[config.mk]
export PLATFORM = sky130hd
export DESIGN_NAME = hazard_controller
export DESIGN_NICKNAME = d
export VERILOG_FILES = /design/src/rtl/hazard_pkg.sv /design/src/rtl/hazard_detect.sv /design/src/rtl/hazard_controller.sv
export SDC_FILE = /design/constraint.sdc
export NUM_CORES = 1
export LEC_CHECK = 0
export ABC_CLOCK_PERIOD_IN_PS = 5150
export CAP_MARGIN = 5
export CORE_AREA = 2 2 83 85
export CTS_CLUSTER_DIAMETER = 120
export DETAILED_ROUTE_END_ITERATION = 6
export DIE_AREA = 0 0 85 87
export HOLD_SLACK_MARGIN = 0.1
export PLACE_DENSITY = 0.77
export SLEW_MARGIN = 20
export SYNTH_ARGS = -nofsm -noshare
export SYNTH_HDL_FRONTEND = slang
export SYNTH_SLANG_ARGS = --single-unit
[constraint.sdc]
create_clock -name clk -period 5.15 [get_ports clk]
set_input_delay 1.03 -clock clk [delete_from_list [all_inputs] [get_ports clk]]
set_output_delay 1.03 -clock clk [all_outputs]
set_load 0.03 [all_outputs]
[src/rtl/hazard_pkg.sv]
// Shared types and constants for the pipeline hazard controller.
package hazard_pkg;

    typedef enum logic [1:0] {
        ST_RUN   = 2'b00,
        ST_HAZ   = 2'b01,
        ST_MWAIT = 2'b10,
        ST_FLUSH = 2'b11
    } state_t;

    typedef logic [1:0] fwd_sel_t;
    localparam fwd_sel_t FWD_RF  = 2'b00;
    localparam fwd_sel_t FWD_MEM = 2'b01;
    localparam fwd_sel_t FWD_WB  = 2'b10;

    typedef logic [1:0] stall_cnt_t;
    localparam stall_cnt_t STALL_NONE = 2'd0;
    localparam stall_cnt_t STALL_ONE  = 2'd1;
    localparam stall_cnt_t STALL_TWO  = 2'd2;

    // x0 is hardwired zero, so a write to it never creates a dependency.
    function automatic logic src_match(input logic use_src, input logic [4:0] rs,
                                       input logic [4:0] rd, input logic wen);
        return use_src && wen && (rd != 5'd0) && (rd == rs);
    endfunction

endpackage

[src/rtl/hazard_detect.sv]
// Combinational dependency check: required stall count and decode forward selects.
module hazard_detect
    import hazard_pkg::*;
(
    input  logic       dec_use1,
    input  logic       dec_use2,
    input  logic [4:0] dec_rs1,
    input  logic [4:0] dec_rs2,
    input  logic       dec_is_br,
    input  logic [4:0] ex_rd,
    input  logic       ex_wen,
    input  logic       ex_is_load,
    input  logic [4:0] mem_rd,
    input  logic       mem_wen,
    input  logic       mem_is_load,
    input  logic [4:0] wb_rd,
    input  logic       wb_wen,
    output stall_cnt_t stall_n,
    output fwd_sel_t   fwd_a_sel,
    output fwd_sel_t   fwd_b_sel
);

    function automatic stall_cnt_t src_need(input logic is_br, input logic ex_hit,
                                            input logic ex_ld, input logic mem_hit,
                                            input logic mem_ld);
        if (ex_hit && ex_ld)
            return is_br ? STALL_TWO : STALL_ONE;
        if (is_br && ex_hit)
            return STALL_ONE;
        if (is_br && mem_hit && mem_ld)
            return STALL_ONE;
        return STALL_NONE;
    endfunction

    // A MEM-stage load has no data yet, so only WB can serve that operand.
    function automatic fwd_sel_t src_fwd(input logic mem_hit, input logic mem_ld,
                                         input logic wb_hit);
        if (mem_hit && !mem_ld)
            return FWD_MEM;
        if (wb_hit)
            return FWD_WB;
        return FWD_RF;
    endfunction

    logic       ex_hit1, ex_hit2, mem_hit1, mem_hit2, wb_hit1, wb_hit2;
    stall_cnt_t need1, need2;

    assign ex_hit1  = src_match(dec_use1, dec_rs1, ex_rd, ex_wen);
    assign ex_hit2  = src_match(dec_use2, dec_rs2, ex_rd, ex_wen);
    assign mem_hit1 = src_match(dec_use1, dec_rs1, mem_rd, mem_wen);
    assign mem_hit2 = src_match(dec_use2, dec_rs2, mem_rd, mem_wen);
    assign wb_hit1  = src_match(dec_use1, dec_rs1, wb_rd, wb_wen);
    assign wb_hit2  = src_match(dec_use2, dec_rs2, wb_rd, wb_wen);

    assign need1   = src_need(dec_is_br, ex_hit1, ex_is_load, mem_hit1, mem_is_load);
    assign need2   = src_need(dec_is_br, ex_hit2, ex_is_load, mem_hit2, mem_is_load);
    assign stall_n = (need1 > need2) ? need1 : need2;

    assign fwd_a_sel = src_fwd(mem_hit1, mem_is_load, wb_hit1);
    assign fwd_b_sel = src_fwd(mem_hit2, mem_is_load, wb_hit2);

endmodule

[src/rtl/hazard_controller.sv]
// Pipeline stall/flush/forward controller. Optional performance counters
// are built only when HAZARD_PERF_EN is defined.
module hazard_controller
    import hazard_pkg::*;
#(
    parameter int PERF_W = 32
) (
    input  logic              clk,
    input  logic              rst_n,
    input  logic [4:0]        dec_rs1,
    input  logic [4:0]        dec_rs2,
    input  logic              dec_use1,
    input  logic              dec_use2,
    input  logic              dec_is_br,
    input  logic [4:0]        ex_rd,
    input  logic [4:0]        mem_rd,
    input  logic [4:0]        wb_rd,
    input  logic              ex_wen,
    input  logic              mem_wen,
    input  logic              wb_wen,
    input  logic              ex_is_load,
    input  logic              mem_is_load,
    input  logic              npc_control,
    input  logic              dmem_busy,
    output logic              stall_if,
    output logic              stall_id,
    output logic              bubble_ex,
    output logic              stall_ex,
    output logic              stall_mem,
    output logic              flush_id,
    output logic              redirect_ok,
    output logic [1:0]        fwd_a_sel,
    output logic [1:0]        fwd_b_sel,
    output logic [PERF_W-1:0] perf_stall,
    output logic [PERF_W-1:0] perf_flush,
    output logic [PERF_W-1:0] perf_mwait
);

    stall_cnt_t stall_n;

    hazard_detect u_detect (
        .dec_use1    (dec_use1),
        .dec_use2    (dec_use2),
        .dec_rs1     (dec_rs1),
        .dec_rs2     (dec_rs2),
        .dec_is_br   (dec_is_br),
        .ex_rd       (ex_rd),
        .ex_wen      (ex_wen),
        .ex_is_load  (ex_is_load),
        .mem_rd      (mem_rd),
        .mem_wen     (mem_wen),
        .mem_is_load (mem_is_load),
        .wb_rd       (wb_rd),
        .wb_wen      (wb_wen),
        .stall_n     (stall_n),
        .fwd_a_sel   (fwd_a_sel),
        .fwd_b_sel   (fwd_b_sel)
    );

    state_t     state, saved_state, eff_state;
    stall_cnt_t cnt, saved_cnt, eff_cnt;
    logic       hazard_run, haz_hold;

    // Once memory is ready, MWAIT behaves exactly as the interrupted state in the same cycle.
    assign eff_state = (state == ST_MWAIT) ? saved_state : state;
    assign eff_cnt   = (state == ST_MWAIT) ? saved_cnt : cnt;

    assign hazard_run  = (eff_state == ST_RUN) && (stall_n != STALL_NONE);
    assign haz_hold    = (eff_state == ST_HAZ);
    assign stall_id    = dmem_busy | hazard_run | haz_hold;
    assign stall_if    = stall_id;
    assign bubble_ex   = !dmem_busy && (hazard_run || haz_hold);
    assign stall_ex    = dmem_busy;
    assign stall_mem   = dmem_busy;
    assign flush_id    = !dmem_busy && (eff_state == ST_FLUSH);
    assign redirect_ok = npc_control && !stall_id && !dmem_busy;

    // NOTE: state registers use non-blocking assignments so every flop samples pre-edge values.
    always_ff @(posedge clk or negedge rst_n) begin
        if (!rst_n) begin
            state       <= ST_RUN;
            cnt         <= STALL_NONE;
            saved_state <= ST_RUN;
            saved_cnt   <= STALL_NONE;
        end else if (dmem_busy) begin
            state <= ST_MWAIT;
            if (state != ST_MWAIT) begin
                saved_state <= state;
                saved_cnt   <= cnt;
            end
        end else begin
            case (eff_state)
                ST_RUN: begin
                    if (stall_n == STALL_TWO) begin
                        state <= ST_HAZ;
                        cnt   <= STALL_ONE;
                    end else if (redirect_ok) begin
                        state <= ST_FLUSH;
                        cnt   <= STALL_NONE;
                    end else begin
                        state <= ST_RUN;
                        cnt   <= STALL_NONE;
                    end
                end
                ST_HAZ: begin
                    cnt   <= (eff_cnt > STALL_ONE) ? eff_cnt - STALL_ONE : STALL_NONE;
                    state <= (eff_cnt > STALL_ONE) ? ST_HAZ : ST_RUN;
                end
                ST_FLUSH: begin
                    state <= redirect_ok ? ST_FLUSH : ST_RUN;
                    cnt   <= STALL_NONE;
                end
                default: begin
                    state <= ST_RUN;
                    cnt   <= STALL_NONE;
                end
            endcase
        end
    end

`ifdef HAZARD_PERF_EN
    localparam logic [PERF_W-1:0] PERF_ONE = PERF_W'(1);

    logic [PERF_W-1:0] stall_q, flush_q, mwait_q;

    // Counters saturate at all-ones instead of wrapping.
    always_ff @(posedge clk or negedge rst_n) begin
        if (!rst_n) begin
            stall_q <= '0;
            flush_q <= '0;
            mwait_q <= '0;
        end else begin
            if (stall_id && !dmem_busy && stall_q != '1)
                stall_q <= stall_q + PERF_ONE;
            if (flush_id && flush_q != '1)
                flush_q <= flush_q + PERF_ONE;
            if (dmem_busy && mwait_q != '1)
                mwait_q <= mwait_q + PERF_ONE;
        end
    end

    assign perf_stall = stall_q;
    assign perf_flush = flush_q;
    assign perf_mwait = mwait_q;
`else
    assign perf_stall = '0;
    assign perf_flush = '0;
    assign perf_mwait = '0;
`endif

endmodule

==> flow_summary.ini, run 1 <==
[drt]
drt_iter0_markers = 39
viasPerCell = 4.155
wl_per_cell_um = 10.38
drc = 0
drt-total-wl_um = 4017
ant_nets = 0
dr.pass1.iters = 4
vias = 1608

[clock_network]
cts_tree = yes
h-tree-depth = 1
clock-sinks = 8
cts_buffers = 3
root_buffer = clkbuf_8
clkTransAtPathRegs_ps = 40
clk_latency_ps = 230
cts_hold_buf = 0
clk_path_buf_depth = 2

[die]
die_w_um = 85
placement_rows = 30
fp.dieH_um = 87
core-area_um2 = 6569
start_util_pct = 28.78
die-area_um2 = 7395
io_pins = 144

[yosys]
synthDistinctLibCells = 43
syn_inst = 241
synth-seq-area-share_pct = 10.59
yosys_warnings = 0
synthArstFlopShare_pct = 100.0
synth.avg_cell_area_um2 = 7.845
syn-cell-area_um2 = 1891
yosys_register_bits = 8
synth_ff_type = dfrtp_1
synth_edf_count = 0

[worst_setup_path]
cp.required_ps = 4120
critical_path_peak_fanout = 4
arrival_ps = 4030
worst_setup_path_end_kind = output port
cp_cell_sequence = clkdlybuf4s50_1 -> or4_4 -> buf_4 -> o21ai_4 -> nor4_1 -> ha_1 -> nor2b_1 -> o21ai_2 -> nand3_1 -> nor3_2 -> nor3_2 -> buf_4 -> or2_4 -> buf_6
critPathMaxStageDelay_ps = 550
critPathKind = in -> out
slowest_stage = or4_4
startpoint_type = input port

[power]
peakVddDrop_mv = 0.1265
total_leakage_power_uw = 0.001079
cellPowerDensity_nw_per_um2 = 212.3
power_uw = 498.3

[sta]
worst_pin_slew_ps = 638.6
max-slew-margin-rel_pct = 57.07
final_hold_viol_count = 0
slew_violations = 0
fin_setup_tns_ps = 0
whs_ps = 514.0
period_share_pct = 98.30
setup_viol = 0
fmax_mhz = 197.5
fin_skew_ps = 1.057
period_minus_slack_ps = 5062

[placed_design]
dp_hpwl_um = 3386
place.gp.congestion = 0.8727
dpl-instance-area_um2 = 2216
portBuffers = 47

[global_route]
grt_overflow = 0
grt_pass1_wl_um = 5865
grt_usage_pct = 9.358
antenna_found_initial = 0
grt_max_degree = 11
grt_pass1_vias = 1408

[finish]
fin_area_um2 = 2347
nets = 349
drive_above_1_share_pct = 16.61
layout_commonest_cell = conb_1
area_growth_pct = 24.16
mostFrequentLayoutCells = conb_1 (96), clkdlybuf4s50_1 (40), buf_4 (24)
diodes = 0

[status]
outcome = complete, no violations

[job]
maxCapViolCount = 0

[hold_path]
hold_path_class = reg -> reg
[Yosys cell counts, types with 2 or more instances]
master / number / area [um2]
buf_4: 99 / 743.2
xor2_1: 19 / 166.4
nand2_1: 14 / 52.55
xnor2_1: 13 / 113.9
nor2_1: 11 / 41.29
dfrtp_1: 8 / 200.2
nor4_1: 8 / 50.05
nor3_1: 6 / 30.03
nand4_1: 5 / 31.28
o21ai_0: 5 / 25.02
nand3_1: 4 / 20.02
a21oi_1: 3 / 15.01
clkbuf_1: 3 / 11.26
ha_1: 3 / 37.54
inv_1: 3 / 11.26
mux2_2: 3 / 33.78
nand3b_1: 3 / 22.52
a211oi_1: 2 / 15.01
a311oi_1: 2 / 17.52
nor4_2: 2 / 25.02
o21ai_1: 2 / 10.01
or2_1: 2 / 12.51
[through the flow]
step                utilization [%]  worst slack (ps)  std cells
floorplan                         -             277.2        336
global placement              33.73             101.4        381
detailed placement            33.73             29.84        381
CTS                           34.36             15.19        384
global route                  35.73            -78.39        387
finish                        35.73             87.53        387
[metal layers]
metal  up-vias  routed length [um]  global-route usage, %
met2        91                2158                  18.68
li1        765                   -                      -
met3        11                 243                 0.4739
met4         0                 101                  3.752
met5         -                   0                      0
met1       741                1514                  10.20
[kinds of logic (layout without fill, tap and decap cells)]
| logic type | after synthesis | in the layout | share of synthesized area (%) |
|---|---|---|---|
| flops | 8 | 8 | 10.59 |
| xor+xnor | 32 | 32 | 14.82 |
| buf+inv | 105 | 76 | 40.50 |
| compound gates | 27 | 27 | 11.38 |
| mux | 3 | 3 | 1.787 |
| fa+ha+maj | 3 | 3 | 1.986 |
| other cells | 1 | 96 | 0.1984 |
| simple gates | 62 | 62 | 18.73 |
[sequential cells by signal, summed over array words and instances (netlist names)]
register and cells:
saved_cnt 2, saved_state 2, cnt 2, state 2
[power by group]
| group | internal, uW | switching (uW) |
|---|---|---|
| logic | 116 | 219 |
| registers | 74.8 | 14.6 |
| clock network | 50.6 | 24.0 |
[layout make-up]
cell class | instances | area, um2
inverters | 3 | 11.26
flip-flops and latches | 8 | 200.2
clock buffers | 3 | 41.29
repair buffers | 70 | 660.6
fillers | 665 | 4222
multi-input cells | 223 | 1334
well taps | 80 | 100.1
[path summary, 6_finish.rpt]
check	start	end	slack (ps)	cells past startpoint
max	ex_rd[1]	stall_if	90	14
min	cnt[1]$_DFFE_PN0N_	cnt[1]$_DFFE_PN0N_	510	2
max reg2reg	state[0]$_DFF_PN0_	state[0]$_DFF_PN0_	3710	4
min reg2reg	cnt[1]$_DFFE_PN0N_	cnt[1]$_DFFE_PN0N_	510	2
max in group asynchronous	rst_n	state[0]$_DFF_PN0_	3810	1
min in group asynchronous	rst_n	saved_cnt[1]$_DFFE_PN0P_	1080	1
[timing repair]
action	4_1_cts	5_1_grt
resized for setup	0	15
buffers inserted	0	3
setup endpoints to repair	0	3
[critical path, delay by kind of cell]
kind	cells	cell delay, ps
AND/OR/NAND/NOR	7	1420
buffers and inverters	4	880
AO/OA/AOI/OAI	2	380
adder cells (fa/ha/maj)	1	310
(Power assumes the default switching activity.)
==> inputs of run 2 (changes only) <==
- CTS_CLUSTER_SIZE: unset -> 16
==> results of run 2 <==
Final layout, timing and power as in run 1 (identical DEF).
==> inputs of run 3 (changes only) <==
- ABC_AREA: unset -> 1
- CORE_AREA: 2 2 83 85 -> 2 2 85 87
- DIE_AREA: 0 0 85 87 -> 0 0 87 89
- PLACE_DENSITY: 0.77 -> 0.76
==> run 3 against run 2 <==
Against the previous run: combinational power decreased by 34%; first-iteration DRC count increased to 2.7 times the previous value; routed wire length decreased by 0.12%.
==> flow_summary.ini, run 3 <==
[status]
outcome = complete, no violations

[clock_network]
clock-sinks = 8
clk_path_buf_depth = 2
postCtsResizedCells = 1
root_buffer = clkbuf_8
h-tree-depth = 1
cts_buffers = 3
clk_latency_ps = 230
postCtsSetupBuffers = 0
clkTransAtPathRegs_ps = 50
cts_tree = yes
cts_hold_buf = 0

[global_route]
grt_pass1_wl_um = 6141
antenna_found_initial = 0
grt_pass1_vias = 1491
grt_usage_pct = 9.406
grt_overflow = 0
grt_max_degree = 9

[drt]
dr_wl_met3_um = 304
vias = 1804
drc = 0
dr_wl_met2_um = 2075
viasPerCell = 4.000
m1WireLength_um = 1618
dr.pass1.iters = 4
drt_iter0_markers = 106
wl_per_cell_um = 8.896
drt-total-wl_um = 4012
maxUsedRoutingLayer = met4
ant_nets = 0

[die]
placement_rows = 30
die_w_um = 87
io_pins = 144
start_util_pct = 29.68
die-area_um2 = 7743
core-area_um2 = 6719
fp.dieH_um = 89

[sta]
slew_violations = 0
fmax_mhz = 212.7
period_share_pct = 91.31
rsz0062_at_grt = false
fin_skew_ps = 7.815
period_minus_slack_ps = 4703
final_hold_viol_count = 0
setup_viol = 0

[yosys]
synth.avg_cell_area_um2 = 6.156
netlist.area_leader.share_pct = 37.26
synthArstFlopShare_pct = 100.0
synth_edf_count = 0
synth_largest_area_cell = buf_4
syn-cell-area_um2 = 1994
synthDistinctLibCells = 32
synthTopCellsByArea = buf_4 (37%), nand2_1 (16%), dfrtp_1 (10%)
yosysMostFrequentCell = buf_4
yosys_register_bits = 8
yosys-top-cells-count = buf_4 (99), nand2_1 (85), inv_1 (40)
yosys_warnings = 0
synth_ff_type = dfrtp_1
synth-seq-area-share_pct = 10.04
syn_inst = 324

[placed_design]
portBuffers = 47
placed_cells = 448
place.gp.congestion = 0.8646
dp_hpwl_um = 3499

[power]
total_leakage_power_uw = 0.001305
cellPowerDensity_nw_per_um2 = 166.1
peakVddDrop_mv = 0.06898

[worst_setup_path]
cp_num_buf_inv = 4
cp_cell_sequence = clkdlybuf4s50_1 -> inv_2 -> nand2_1 -> nand2_1 -> nor2_2 -> nand2_2 -> nor2_4 -> nand2_1 -> nand2_1 -> nand3_1 -> ha_1 -> a22oi_1 -> inv_1 -> nand4_2 -> nand3_2 -> nand2_2 -> nand2_1 -> nor2_1 -> clkbuf_2
slowest_stage = clkdlybuf4s50_1
arrival_ps = 3670
startpoint_type = input port
critPathMaxStageDelay_ps = 600
crit_top_cell = nand2_1
critical_path.top_delay_family = simple AND/OR/NAND/NOR gates
cp.required_ps = 4120
critical_path_peak_fanout = 4
worst_setup_path_end_kind = output port
critPathKind = in -> out

[finish]
layout_commonest_cell = conb_1
diodes = 0
mostFrequentLayoutCells = conb_1 (96), nand2_1 (85), clkdlybuf4s50_1 (43)
utilization_pct = 33.18
drive_above_1_share_pct = 7.817
nets = 413
fin_cells = 451
area_growth_pct = 11.79

[job]
maxCapViolCount = 0

[hold_path]
hold_path_class = reg -> reg
[run 3: cell count changes in the layout (fill, tap and decap cells not counted), sizes merged, moves of 3 or more]
cell | before | now
nand2 | 14 | 88
inv | 3 | 47
buf | 27 | 1
xor2 | 19 | 2
nor2 | 11 | 27
nor4 | 11 | 2
xnor2 | 13 | 4
nand3 | 4 | 11
a21oi | 3 | 9
nor3 | 6 | 1
clkdlybuf4s50 | 40 | 43
mux2 | 3 | 0
[run 3: cell type report]
cell class,count,area [um2]
Timing Repair Buffer,48,480.5
Tap cell,80,100.1
Clock buffer,3,41.29
Sequential cell,8,200.2
Fill cell,710,4489
Inverter,47,176.4
Multi-Input combinational cell,265,1231
[run 3: path summary, 6_finish.rpt]
path | startpoint | slack (ps) | end | cells after the start
max in group asynchronous | rst_n | 3800 | saved_cnt[1]$_DFFE_PN0P_ | 1
hold / removal | saved_state[0]$_DFFE_PN0P_ | 490 | saved_state[0]$_DFFE_PN0P_ | 2
setup / recovery | dec_rs1[2] | 450 | redirect_ok | 19
setup reg to reg | state[0]$_DFF_PN0_ | 3620 | state[0]$_DFF_PN0_ | 7
hold reg to reg | saved_state[0]$_DFFE_PN0P_ | 490 | saved_state[0]$_DFFE_PN0P_ | 2
min in group asynchronous | rst_n | 1080 | saved_state[1]$_DFFE_PN0P_ | 1
[run 3: power breakdown]
part | leakage (uW) | internal [uW] | switching (uW)
logic | 0.00118 | 56.9 | 164
clock network | 0.0000216 | 50.8 | 26.6
registers | 0.000107 | 67.5 | 4.58
[run 3: cells by family (layout without fill, tap and decap cells)]
kind of cell / count (synthesis) / in the layout / synth area share, %
buf+inv: 146 / 98 / 46.11
flops: 8 / 8 / 10.04
other cells: 1 / 96 / 0.1880
compound gates: 22 / 22 / 6.964
fa+ha+maj: 3 / 3 / 1.882
xor+xnor: 6 / 6 / 2.635
mux: 1 / 1 / 0.5019
simple gates: 137 / 137 / 31.68
[run 3: tightest hold or removal path: cells and delay by family (launching register included)]
kind	cells	cell delay [ps]
simple gates	2	110
flops	1	350
[run 3: metrics by stage]
stage	TNS [ps]	total power, uW	setup slack, ps	hold slack, ps	instance area (um2)
final	0	370.3	447.5	486.0	2230
after detailed placement	-25.36	292.9	-25.36	471.7	2186
after global routing	0	391.4	133.6	522.7	2230
after global placement	0	290.6	81.80	463.8	2186
after CTS	0	370.5	82.13	482.1	2226
after floorplan	0	291.6	886.6	442.2	2351
[run 3: metal layers]
layer  up-vias  GRT usage [%]
li1        896              -
met1       807          11.07
met2        99          18.81
met3         2         0.7387
met4         0          1.278
met5         -              0
==> RTL edit 1: new RTL, settings of run 3 <==
Encoding of `state_t`: now Gray code (2 bits for 4 states).
--- a/src/rtl/hazard_pkg.sv
+++ b/src/rtl/hazard_pkg.sv
@@ -5,6 +5,6 @@
         ST_RUN   = 2'b00,
         ST_HAZ   = 2'b01,
-        ST_MWAIT = 2'b10,
-        ST_FLUSH = 2'b11
+        ST_MWAIT = 2'b11,
+        ST_FLUSH = 2'b10
     } state_t;
 
Check against the original RTL: same outputs for any inputs over 10 cycles, from zero or initial values and one cycle with rst_n low; not proved beyond that.
==> RTL edit 1 against run 3 <==
Final area decreased by 0.62%; power decreased by 2.7%; worst setup slack got worse by 0.044 ns; core utilization decreased by 0.20 points; sequential share of layout area increased by 0.056 points; wire length increased by 1.6%; sequential cell count unchanged; synthesized area decreased by 0.69%; largest power group unchanged.
==> RTL edit 1: results (changes against run 3) <==
| Metric | Value |
|---|---|
| Pin count of the biggest net entering global routing | 11 (+2) |
| Final Wtd Congestion | 0.8856 (+2.4%) |
| Hold Path Origin | cnt[0] |
| Met1 Track Usage GR | 10.53% (-0.54 points) |
| Area contributors post-synth | buf_4 (38%), nand2_1 (16%), dfrtp_1 (10%) |
| Status | finished clean |
| Post-Synth XOR/XNOR Area | 1.769% (-0.87 points) |
| CP max FO | 4 (unchanged) |
| Layout net count | 407 (-1.5%) |
| Clk_skew | 0.005370 ns (-0.002445 ns) |
| Global-route wire length before repair | 6.175 mm (+0.55%) |
| Arr. time, crit path | 3.72 ns (+0.05 ns) |
| Multiplexer share of the synthesized area | 0% (-0.50 points) |
| Drt initial violations | 25 (-76%) |
| Sequential share of the synthesized area | 10.11% (+0.070 points) |
| Met3 Use GR | 1.385% (+0.65 points) |
| Distinct cells, synth | 31 (-3.1%) |
| Via count | 1778 (-1.4%) |
| Grt met2 use | 19.36% (+0.56 points) |
| Complex-gate fraction of the synthesized area | 7.391% (+0.43 points) |
| Hold Crit Endpoint | cnt[0] |
| Share of layout cells above drive strength 1 | 10.14% (+2.3 points) |
| Register-to-Register Setup Slack | 3.51 ns (-0.11 ns) |
| Met2 WL post-DR | 2.156 mm (+3.9%) |
| CP peak stage delay | 0.52 ns (-0.08 ns) |
| Tot GR Track Use | 9.815% (+0.41 points) |
| Switching fraction of total power | 52.17% (-0.52 points) |
| Synth Area in Adders | 1.895% (+0.013 points) |
| Met3 routed WL | 330 um (+8.6%) |
| Hold WS | 0.4798 ns (-0.006203 ns) |
-- RTL edit 1: how the worst max path moves through the flow --
stage / startpoint / to / slack, ns / cells past startpoint
after floorplan: ex_rd[2] / redirect_ok / 1.18 / 17
after global placement: dec_rs2[1] / redirect_ok / 0.12 / 18
after detailed placement: dec_rs2[1] / redirect_ok / 0.02 / 18
after CTS: dec_rs2[1] / redirect_ok / 0.02 / 18
after global routing: dec_rs2[1] / redirect_ok / 0.19 / 21
final: dec_rs2[3] / redirect_ok / 0.40 / 18
-- RTL edit 1: power groups by stage --
stage	clock network (W)	registers [W]	logic (W)
finish	0.0000770	0.0000708	0.000212
detailed placement	0	0.0000715	0.000211
floorplan	0	0.0000708	0.000212
global placement	0	0.0000713	0.000209
global route	0.0000801	0.0000714	0.000229
CTS	0.0000766	0.0000707	0.000212
-- RTL edit 1: cell type report --
cell class                      instances  area, um^2
Clock buffer                            3       41.29
Tap cell                               80       100.1
Fill cell                             731        4503
Timing Repair Buffer                   47       480.5
Inverter                               43       161.4
Sequential cell                         8       200.2
Multi-Input combinational cell        264        1232
-- RTL edit 1: metrics by stage --
step	setup slack (ns)	util [%]	cell area, um^2	cells
2_1_floorplan	1.182	-	2337	414
3_3_place_gp	0.1217	32.22	2165	442
3_5_place_dp	0.02066	32.22	2165	442
4_1_cts	0.01960	32.83	2206	445
5_1_grt	0.1871	32.98	2216	445
6_report	0.4039	32.98	2216	445
-- RTL edit 1: timing repair --
| action | CTS | global route |
|---|---|---|
| setup buffers | 0 | 0 |
| endpoints found under the setup margin | 0 | 4 |
| hold buffers | 0 | 0 |
| resized for setup | 0 | 4 |
-- RTL edit 1: cell families after synthesis --
group	count (synthesis)
adders and majority gates	3
AOI/OAI and AO/OA	23
other	1
and+or+nand+nor	138
buffers and inverters	142
DFF	8
xor gates and xnor gates	4
==> RTL edit 2: new RTL, flow settings as in run 3 <==
Without the edit above. `PERF_W`: 32 -> 16.
--- a/src/rtl/hazard_controller.sv
+++ b/src/rtl/hazard_controller.sv
@@ -4,5 +4,5 @@
     import hazard_pkg::*;
 #(
-    parameter int PERF_W = 32
+    parameter int PERF_W = 16
 ) (
     input  logic              clk,
Ports: changed (resized perf_flush, perf_mwait and perf_stall); port bits go from 144 to 96. The function was not compared with the original's and may differ.
==> RTL edit 2 against run 3 <==
Final area fell by 7.4%; clock skew down 0.0020 ns; synthesized area shrank 18%; register-to-register slack better by 0.03 ns; worst setup slack better by 0.010 ns; wire length fell by 8.3%; sequential cell count unchanged; power fell by 12%; largest cell class unchanged.
==> RTL edit 2: results (changes against run 3) <==
| Metric | Value |
|---|---|
| Status | finished clean |
| Clock Tree Root | clkbuf_8 |
| Area contributors post-synth | buf_4 (23%), nand2_1 (20%), dfrtp_1 (12%) |
| Post-Place Cells | 401 (-10%) |
| Final Wtd Congestion | 0.8441 (-2.4%) |
| Met2 WL post-DR | 1.864 mm (-10%) |
| Grt met2 use | 17.42% (-1.4 points) |
| Met1 Track Usage GR | 11.12% (+0.043 points) |
| Hold WS | 0.4821 ns (-0.003881 ns) |
| M1 WL | 1.653 mm (+2.2%) |
| Pwr Total | 0.0003244 W (-12%) |
| Register-to-Register Setup Slack | 3.65 ns (+0.03 ns) |
| Dpl ws | 0.04909 ns (+0.07445 ns) |
| CP max stage cell | clkdlybuf4s50_1 |
| Final HPWL from detailed placement | 3.223 mm (-7.9%) |
| WHS Path Cells | 2 (unchanged) |
| CP max FO | 5 (+1) |
| Sequential share of the synthesized area | 12.25% (+2.2 points) |
| Via/cell ratio | 4.045 (+1.1%) |
| Placed cell area | 2013 um^2 (-7.9%) |
| Leakage power | 1.168 nW (-10%) |
| Global-route wire length before repair | 5.844 mm (-4.8%) |
| Met3 routed WL | 144 um (-53%) |
| Synth cell count leaders | nand2_1 (85), buf_4 (51), inv_1 (40) |
| Drt initial violations | 56 (-47%) |
| Peak supply drop | 0.06921 mV (+0.33%) |
| Tot GR Track Use | 9.075% (-0.33 points) |
| Drt wl/cell | 9.106 um (+2.4%) |
| CP peak stage delay | 0.51 ns (-0.09 ns) |
| Post-synthesis cell count | 276 (-15%) |
| Gate power share | 53.8% (-5.8 points) |
| Internal power | 0.0001760 W (+0.47%) |
| Filler instances | 721 (+1.5%) |
| Met3 Use GR | 0.6464% (-0.092 points) |
| Vias in the first global route | 1397 (-6.3%) |
| Final wirelength | 3.679 mm (-8.3%) |
| Seq. pwr | 0.0000720 W (about the same) |
| Share of layout cells above drive strength 1 | 8.951% (+1.1 points) |
| Layout net count | 366 (-11%) |
| Power Dens Cells | 157.1 nW/um^2 (-5.4%) |
| Clk_skew | 0.005814 ns (-0.002001 ns) |
| HP Class | flop to flop |
RTL edit 2: area by class of cell:
type	instances	share of cell area [%]
clock buffers	3	2.000
multi-input cells	217	50.91
well taps	80	4.848
flip-flops and latches	8	9.697
inverters	47	8.545
repair buffers	49	24.00
RTL edit 2: how the worst max path moves through the flow:
stage,slack [ns],cells after the start,end,startpoint
after global placement,0.11,19,redirect_ok,ex_rd[1]
after CTS,0.04,19,redirect_ok,ex_rd[1]
after global routing,0.17,19,redirect_ok,dec_rs2[1]
final,0.46,19,redirect_ok,ex_rd[1]
after detailed placement,0.05,19,redirect_ok,ex_rd[1]
after floorplan,0.89,16,redirect_ok,ex_rd[1]
RTL edit 2: timing repair:
action,CTS,global route
buffers inserted,0,0
endpoints found under the setup margin,0,4
gates resized for setup,0,4
RTL edit 2: cell families after synthesis:
group,synth area share (%)
and+or+nand+nor,38.67
buffers and inverters,34.23
AOI/OAI and AO/OA,8.500
DFF,12.25
xor gates and xnor gates,3.216
adders and majority gates,2.297
other,0.2295
muxes,0.6126
